<file path="src/rtl/ip_rcv.sv">
// IPv4 receive filter: validates the header of each incoming packet and forwards the
// UDP segment payload of accepted packets one word per cycle, dropping everything else.
module ip_rcv #(
    parameter logic [31:0] LOCAL_IP = 32'hC0A80002
) (
    input  logic        clk,
    input  logic        reset,
    input  logic        ip_valid,
    input  logic [31:0] ip_data,
    input  logic        ip_last,
    output logic        udp_valid,
    output logic [31:0] udp_data,
    output logic [31:0] src_ip,
    output logic        pkt_ok,
    output logic        pkt_drop,
    output logic [15:0] drop_cnt
);

    localparam logic [1:0] HDR     = 2'd0;
    localparam logic [1:0] PAYLOAD = 2'd1;
    localparam logic [1:0] DROP    = 2'd2;

    logic [1:0]  state_q, state_d;
    logic [3:0]  wcnt_q, wcnt_d;
    logic [20:0] csum_q, csum_d;
    logic [3:0]  ihl_q, ihl_d;
    logic [15:0] tlen_q, tlen_d;
    logic        frag_bad_q, frag_bad_d;
    logic [7:0]  proto_q, proto_d;
    logic [31:0] src_q, src_d;
    logic        dst_ok_q, dst_ok_d;
    logic [15:0] pay_q, pay_d;
    logic        udp_valid_q, udp_valid_d;
    logic [31:0] udp_data_q, udp_data_d;
    logic [31:0] src_ip_q, src_ip_d;
    logic        ok_pend_q, ok_pend_d;
    logic        pkt_ok_q, pkt_ok_d;
    logic        pkt_drop_q, pkt_drop_d;
    logic [15:0] drop_cnt_q;
    logic        drop_inc;

    logic [20:0] sum_next;
    logic [16:0] fold1;
    logic [15:0] fold2;
    logic [3:0]  ihl_cur;
    logic        hdr_end;
    logic        early_bad;
    logic        dst_ok_now;
    logic        accept;
    logic [15:0] pay_len;
    logic [15:0] pay_new;

    always_comb begin
        sum_next   = csum_q + {5'd0, ip_data[31:16]} + {5'd0, ip_data[15:0]};
        fold1      = {1'b0, sum_next[15:0]} + {12'd0, sum_next[20:16]};
        fold2      = fold1[15:0] + {15'd0, fold1[16]};
        // On word0 the header length is only visible on the bus, not yet in ihl_q.
        ihl_cur    = (wcnt_q == 4'd0) ? ip_data[27:24] : ihl_q;
        hdr_end    = (wcnt_q == ihl_cur - 4'd1);
        early_bad  = (wcnt_q == 4'd0) && ((ip_data[31:28] != 4'd4) || (ip_data[27:24] < 4'd5));
        dst_ok_now = (wcnt_q == 4'd4)
                   ? ((ip_data == LOCAL_IP) || (ip_data == 32'hFFFFFFFF)) : dst_ok_q;
        accept     = hdr_end && (fold2 == 16'hFFFF) && dst_ok_now && !frag_bad_q
                   && (tlen_q >= {10'd0, ihl_q, 2'b00}) && (proto_q == 8'd17);
        pay_len    = tlen_q - {10'd0, ihl_q, 2'b00};
        pay_new    = (pay_len + 16'd3) >> 2;
    end

    always_comb begin
        state_d     = state_q;
        wcnt_d      = wcnt_q;
        csum_d      = csum_q;
        ihl_d       = ihl_q;
        tlen_d      = tlen_q;
        frag_bad_d  = frag_bad_q;
        proto_d     = proto_q;
        src_d       = src_q;
        dst_ok_d    = dst_ok_q;
        pay_d       = pay_q;
        udp_valid_d = 1'b0;
        udp_data_d  = udp_data_q;
        src_ip_d    = src_ip_q;
        ok_pend_d   = 1'b0;
        pkt_ok_d    = ok_pend_q;
        pkt_drop_d  = 1'b0;
        drop_inc    = 1'b0;

        if (ip_valid) begin
            case (state_q)
                HDR: begin
                    csum_d = sum_next;
                    wcnt_d = wcnt_q + 4'd1;
                    case (wcnt_q)
                        4'd0: begin
                            ihl_d  = ip_data[27:24];
                            tlen_d = ip_data[15:0];
                        end
                        4'd1: frag_bad_d = ip_data[13] || (ip_data[12:0] != 13'd0);
                        4'd2: proto_d = ip_data[23:16];
                        4'd3: src_d = ip_data;
                        4'd4: dst_ok_d = dst_ok_now;
                        default: ;
                    endcase
                    if (early_bad || (hdr_end && !accept)) begin
                        pkt_drop_d = 1'b1;
                        drop_inc   = 1'b1;
                        wcnt_d     = 4'd0;
                        csum_d     = '0;
                        state_d    = ip_last ? HDR : DROP;
                    end else if (hdr_end) begin
                        src_ip_d = src_q;
                        pay_d    = pay_new;
                        wcnt_d   = 4'd0;
                        csum_d   = '0;
                        if (pay_new == 16'd0) begin
                            pkt_ok_d = 1'b1;
                            state_d  = ip_last ? HDR : DROP;
                        end else if (ip_last) begin
                            pkt_drop_d = 1'b1;
                            drop_inc   = 1'b1;
                            state_d    = HDR;
                        end else begin
                            state_d = PAYLOAD;
                        end
                    end else if (ip_last) begin
                        pkt_drop_d = 1'b1;
                        drop_inc   = 1'b1;
                        wcnt_d     = 4'd0;
                        csum_d     = '0;
                    end
                end
                PAYLOAD: begin
                    udp_valid_d = 1'b1;
                    udp_data_d  = ip_data;
                    pay_d       = pay_q - 16'd1;
                    if (pay_q == 16'd1) begin
                        ok_pend_d = 1'b1;
                        state_d   = ip_last ? HDR : DROP;
                    end else if (ip_last) begin
                        pkt_drop_d = 1'b1;
                        drop_inc   = 1'b1;
                        state_d    = HDR;
                    end
                end
                DROP: begin
                    if (ip_last) state_d = HDR;
                end
                default: state_d = HDR;
            endcase
        end
    end

    always_ff @(posedge clk or negedge reset) begin
        if (!reset) begin
            state_q     <= HDR;
            wcnt_q      <= '0;
            csum_q      <= '0;
            ihl_q       <= '0;
            tlen_q      <= '0;
            frag_bad_q  <= 1'b0;
            proto_q     <= '0;
            src_q       <= '0;
            dst_ok_q    <= 1'b0;
            pay_q       <= '0;
            udp_valid_q <= 1'b0;
            udp_data_q  <= '0;
            src_ip_q    <= '0;
            ok_pend_q   <= 1'b0;
            pkt_ok_q    <= 1'b0;
            pkt_drop_q  <= 1'b0;
            drop_cnt_q  <= '0;
        end else begin
            state_q     <= state_d;
            wcnt_q      <= wcnt_d;
            csum_q      <= csum_d;
            ihl_q       <= ihl_d;
            tlen_q      <= tlen_d;
            frag_bad_q  <= frag_bad_d;
            proto_q     <= proto_d;
            src_q       <= src_d;
            dst_ok_q    <= dst_ok_d;
            pay_q       <= pay_d;
            udp_valid_q <= udp_valid_d;
            udp_data_q  <= udp_data_d;
            src_ip_q    <= src_ip_d;
            ok_pend_q   <= ok_pend_d;
            pkt_ok_q    <= pkt_ok_d;
            pkt_drop_q  <= pkt_drop_d;
            if (drop_inc && (drop_cnt_q != 16'hFFFF)) drop_cnt_q <= drop_cnt_q + 16'd1;
        end
    end

    assign udp_valid = udp_valid_q;
    assign udp_data  = udp_data_q;
    assign src_ip    = src_ip_q;
    assign pkt_ok    = pkt_ok_q;
    assign pkt_drop  = pkt_drop_q;
    assign drop_cnt  = drop_cnt_q;

endmodule

</file>
<file path="config.mk">
export PLATFORM = sky130hd
export DESIGN_NAME = ip_rcv
export DESIGN_NICKNAME = d
export VERILOG_FILES = /design/src/rtl/ip_rcv.sv
export SDC_FILE = /design/constraint.sdc
export NUM_CORES = 1
export LEC_CHECK = 0
export ABC_AREA = 1
export ABC_CLOCK_PERIOD_IN_PS = 7780
export CAP_MARGIN = 20
export CORE_MARGIN = 8
export CORE_UTILIZATION = 50
export DETAILED_ROUTE_END_ITERATION = 8
export DONT_BUFFER_PORTS = 1
export SYNTH_ARGS = -nofsm -noshare
export SYNTH_HDL_FRONTEND = slang
export SYNTH_SLANG_ARGS = --single-unit
export TNS_END_PERCENT = 30
</file>
<file path="constraint.sdc">
create_clock -name clk -period 7.78 [get_ports clk]
set_input_delay 0.778 -clock clk [delete_from_list [all_inputs] [get_ports clk]]
set_output_delay 0.778 -clock clk [all_outputs]
set_load 0.005 [all_outputs]
</file>
# Word level (Yosys, flattened, before mapping)
# Cells that the tools add are included.
# word_totals
out_inout_bits,83
reg_bits,189
inputBits,36
wordCells,112
# op_classes
magnitude_cmp,2
n_addsub,10
reduce_logical,29
bitwise,1
n_mux,36
eq_ne,17
# op_table
operator,n
$eq A32 B32 Y1 const B,2
$mux W21,3
$add A21 B16 Y21,2
$mux W16,2
$pmux W16 S2,1
$mux W1,18
$add A16 B5 Y17,1
$add A16 B1 Y16,1
$add A16 B1 Y16 const B,1
$add A16 B2 Y16 const B,1
$eq A16 B1 Y1 const B,1
$eq A16 B16 Y1 const B,1
$ge A16 B6 Y1,1
$logic_not A16 Y1,1
$mux W4,4
$ne A16 B16 Y1 const B,1
$sub A16 B1 Y16 const B,1
$sub A16 B6 Y16,1
$reduce_and A3 Y1,5
$reduce_bool A13 Y1,1
$mux W2,6
$eq A4 B2 Y1 const B,2
$eq A8 B5 Y1 const B,1
$logic_and A1 B1 Y1,8
21 further kinds,29

# Depth between registers and ports, before layout
# logic_depth
depth_word,17
mapped_depth,52

# Worst setup path before layout
# No wires, ideal clock.
# synth_path
path_type,in2reg
start,input ip_data[1]
end,register drop_cnt_q[7] (netlist: drop_cnt[7])
arrival_ns,6.342
path_slack_ns,1.371
path_buffers,1
setup_ns,0.066
t_required_ns,7.714
cell_stages,51
path_cell_list,inv_1 -> fa_1 -> inv_1 -> ha_1 -> fa_1 -> nand2_1 -> nand2_2 -> nand3_1 -> nand2_1 -> nand2_1 -> nand2_1 -> nand2_1 -> a21oi_1 -> nand3_1 -> nand2_1 -> xor2_1 -> inv_1 -> fa_1 -> [... 15 more ...] -> nand3_1 -> nand3b_1 -> nor2_1 -> nand2_1 -> nor2_2 -> nand2_1 -> nand2_1 -> nand3_1 -> nor3_2 -> nand4_2 -> nand2_4 -> nand2_2 -> nand2_2 -> nand2_4 -> nand3_4 -> buf_8 -> nand2_2 -> nand2_1
# synth_via
elab_chain_len,16
elab_cells_between_ends,20
# synth_lines
element,line_no,text
"start, declared",9,"input logic [31:0] ip_data,"
$add A21 B16 Y21,54,"sum_next = csum_q + {5'd0, ip_data[31:16]} + {5'd0, ip_data[15:0]};"
$add A16 B5 Y17,55,"fold1 = {1'b0, sum_next[15:0]} + {12'd0, sum_next[20:16]};"
$add A16 B1 Y16,56,"fold2 = fold1[15:0] + {15'd0, fold1[16]};"
$eq A16 B16 Y1,63,accept = hdr_end && (fold2 == 16'hFFFF) && dst_ok_now && !frag_bad_q
$logic_and A1 B1 Y1,63,
$logic_and A1 B1 Y1 * (2 in a row),63,
$logic_and A1 B1 Y1 * (2 in a row),64,"&& (tlen_q >= {10'd0, ihl_q, 2'b00}) && (proto_q == 8'd17);"
$logic_not A1 Y1 *,104,if (early_bad || (hdr_end && !accept)) begin
$logic_and A1 B1 Y1 *,104,
$logic_or A1 B1 Y1 *,104,
$mux W1 *,104,
$pmux W1 S2 *,89,case (state_q)
$mux W1 *,88,if (ip_valid) begin
$logic_and A1 B1 Y1 *,189,if (drop_inc && (drop_cnt_q != 16'hFFFF)) drop_cnt_q <= drop_cnt_q + 16'd1;
"end signal, assigned",189,
"end, declared",39,logic [15:0] drop_cnt_q;
# Every way passes the cells marked *; elsewhere a longest branch is shown, timed or not.
# A chain may end at the register's enable or synchronous reset.

# Final worst setup path
# layout_path
start,input ip_data[1]
end,register pay_q[14]
# layout_via
elab_chain_len,14
elab_cells_between_ends,18
# layout_lines
element,line_no,text
$add A21 B16 Y21,54,
$add A16 B5 Y17,55,
$add A16 B1 Y16,56,
$eq A16 B16 Y1,63,
$logic_and A1 B1 Y1,63,
$logic_and A1 B1 Y1 * (2 in a row),63,
$logic_and A1 B1 Y1 * (2 in a row),64,
$logic_not A1 Y1 *,104,
$logic_and A1 B1 Y1 *,104,
$logic_or A1 B1 Y1 *,104,
$ne A2 B2 Y1 (no source line) *,-,
$reduce_and A4 Y1 (no source line) *,-,
"end signal, assigned",182,pay_q <= pay_d;
"end, declared",32,"logic [15:0] pay_q, pay_d;"
# Marks and branches as above.

==> flow_summary.ini <==
[outcome]
status = completed

[drt]
drc = 0
route.final.wire_length_mm = 28.8
dr.pass1.iters = 5
ant_nets = 0
vias = 9062
drt_iter0_markers = 678
wl_per_cell_um = 16.5
avgViaCountPerCell = 5.21

[place]
placedInstanceArea_sq_mm = 0.0116
place_hpwl_mm = 21.6
dpl_worst_slack_ns = 0.497
placedCellCount = 1708
gp_congestion = 0.852
port_buffers = 0

[synthesis]
yosysTopAreaCellShare = 0.415
ys_ff_latch = 189
yosysWarnings = 0
synth-edff-count = 0
ys.flop_type = dfrtp_1
syn_nets = 1567
syn_avg_cell_area_sq_um = 7.82
synth.most_common_cell = nand2_1
netlist_instances = 1455
ys_seq_area_frac = 0.415
ys_top_cells_by_area = dfrtp_1, nand2_1, inv_1, ha_1, o21ai_0
ys_async_sr_fraction = 1.00
synth_common_cells = nand2_1, inv_1, dfrtp_1
syn-cell-area_sq_mm = 0.0114
ys_types = 51
yosys.area.top_type = dfrtp_1

[global_route]
grt_max_degree = 190
grt_pass1_vias = 8779
grt_antenna_before_repair = 0
grtUsageTotal = 0.212
grt-ovfl-total = 0
grt_first_pass_wirelength_mm = 47.5

[clock_network]
post_cts_buffers = 0
postCtsHoldBufs = 0
clk_path_buf_depth = 2
cts_htree_levels = 4
clockRootBuffer = clkbuf_16
cts_inserted_buffers = 17
clk_latency_ns = 0.44
cts_resized = 0
cts_tree = done
clkSinkCount = 189
clk_pin_slew_ns = 0.08

[setup_path]
cp.required_ns = 8.13
path_class = input pin to register
critPathMostFrequentCell = nand2_1
reg2reg_depth = 48
worst-path-max-fanout = 19
crit_path_max_incr_delay_ns = 0.54
cp-start-kind = input pin
slowest_stage = fa_1
endpoint_kind = register
arrival_ns = 7.21

[final_layout]
multi_input_area_sq_mm = 0.00569
n_fill_cell = 2187
regArea_sq_mm = 0.00473
drive_above_1_share = 0.0632
n_antenna_cell = 0
nets = 1555
syn2layout_area_growth_pct = 7.30
fin_util = 0.543
finalNonFillerCells = 1741
final_area_sq_mm = 0.0122

[sta]
fmax_mhz = 146
setup-violations-final = 0
setup_tns_ns = 0
setup_ws_ns = 0.918
slew_viol_final = 0
period_needed_ns = 6.86
tightest_slew_ns = 1.04
final-hold-violation-count = 0
skew_ns = 0.0140
rsz0062_at_grt = false
period_share = 0.882
max_slew_margin = 0.304

[floorplan]
dieWidth_um = 167
die_y_um = 167
std_cell_rows = 55
die_area_sq_mm = 0.0279
start_util = 0.506
num_io_pins = 119
core_area_sq_mm = 0.0225

[min_path]
hold_class = input pin to asynchronous set/reset pin

[power_and_ir_drop]
leakagePower_uw = 0.00613
p_per_area_mw_per_mm2 = 418
ir_drop_v = 0.000202

[job]
drv_cap = 0
[metal layers]
| layer | up-vias | GRT usage | routed length [um] |
|---|---|---|---|
| li1 | 4629 | - | - |
| met1 | 4216 | 0.281 | 13300 |
| met2 | 192 | 0.346 | 13500 |
| met3 | 25 | 0.0504 | 1530 |
| met4 | 0 | 0.0505 | 405 |
| met5 | - | 0 | 0 |
[power by group]
part	total, uW	switching (uW)	internal (uW)
logic	2640	1690	952
registers	1590	280	1310
clock network	875	432	443
[stage by stage]
stage | power, uW | hold slack (ns)
after floorplan | 3650 | 0.412
after global placement | 4210 | 0.465
after detailed placement | 4240 | 0.456
after CTS | 5130 | 0.0227
after global routing | 5640 | 0.0136
final | 5110 | 0.0359
[worst paths after layout]
check	endpoint	startpoint	slack [ns]
setup / recovery	pay_q[14]	ip_data[1]	0.92
hold / removal	pay_q[8]	reset	0.04
setup reg to reg	pay_q[14]	csum_q[1]	1.02
hold reg to reg	pkt_ok	ok_pend_q	0.46
max in group asynchronous	csum_q[13]	reset	7.32
min in group clk	pkt_ok	ok_pend_q	0.46
[cell usage in the layout (no fill, tap or decap), types with 17 or more instances in the layout]
master,instances
nand2_1,391
inv_1,203
dfrtp_1,189
o21ai_0,137
nor2_1,94
nand3_1,61
ha_1,55
o21ai_1,50
xor2_1,36
nand4_1,33
a21oi_1,30
nand2_2,22
fa_1,21
clkbuf_16,17
[final cells by class]
class,instances,share of cell area
tap,285,0.0292
clock inverter,12,0.0100
timing repair buffer,5,0.00471
sequential,189,0.387
inverter,214,0.0658
clock buffer,20,0.0374
multi-input combinational,1016,0.466
[state kept, by name, summed over array words and instances (netlist names), 2 cells and up]
name / count
wcnt_q: 4
proto_q: 8
csum_q: 21
src_q: 32
src_ip: 32
drop_cnt: 16
state_q: 2
pay_q: 16
ihl_q: 4
tlen_q: 16
udp_data: 32
[critical path, delay by kind of cell]
kind / cells / cell delay, ns
buffers and inverters: 7 / 0.71
adder cells (fa/ha/maj): 6 / 2.01
XOR/XNOR: 1 / 0.20
AND/OR/NAND/NOR: 31 / 3.10
AO/OA/AOI/OAI: 3 / 0.40
[logic make-up after synthesis]
| kind of cell | share of synthesized area |
|---|---|
| AOI/OAI and AO/OA | 0.116 |
| xor gates and xnor gates | 0.0362 |
| adders and majority gates | 0.0974 |
| buffers and inverters | 0.0848 |
| DFF | 0.415 |
| and+or+nand+nor | 0.251 |
(Power assumes the default switching activity.)
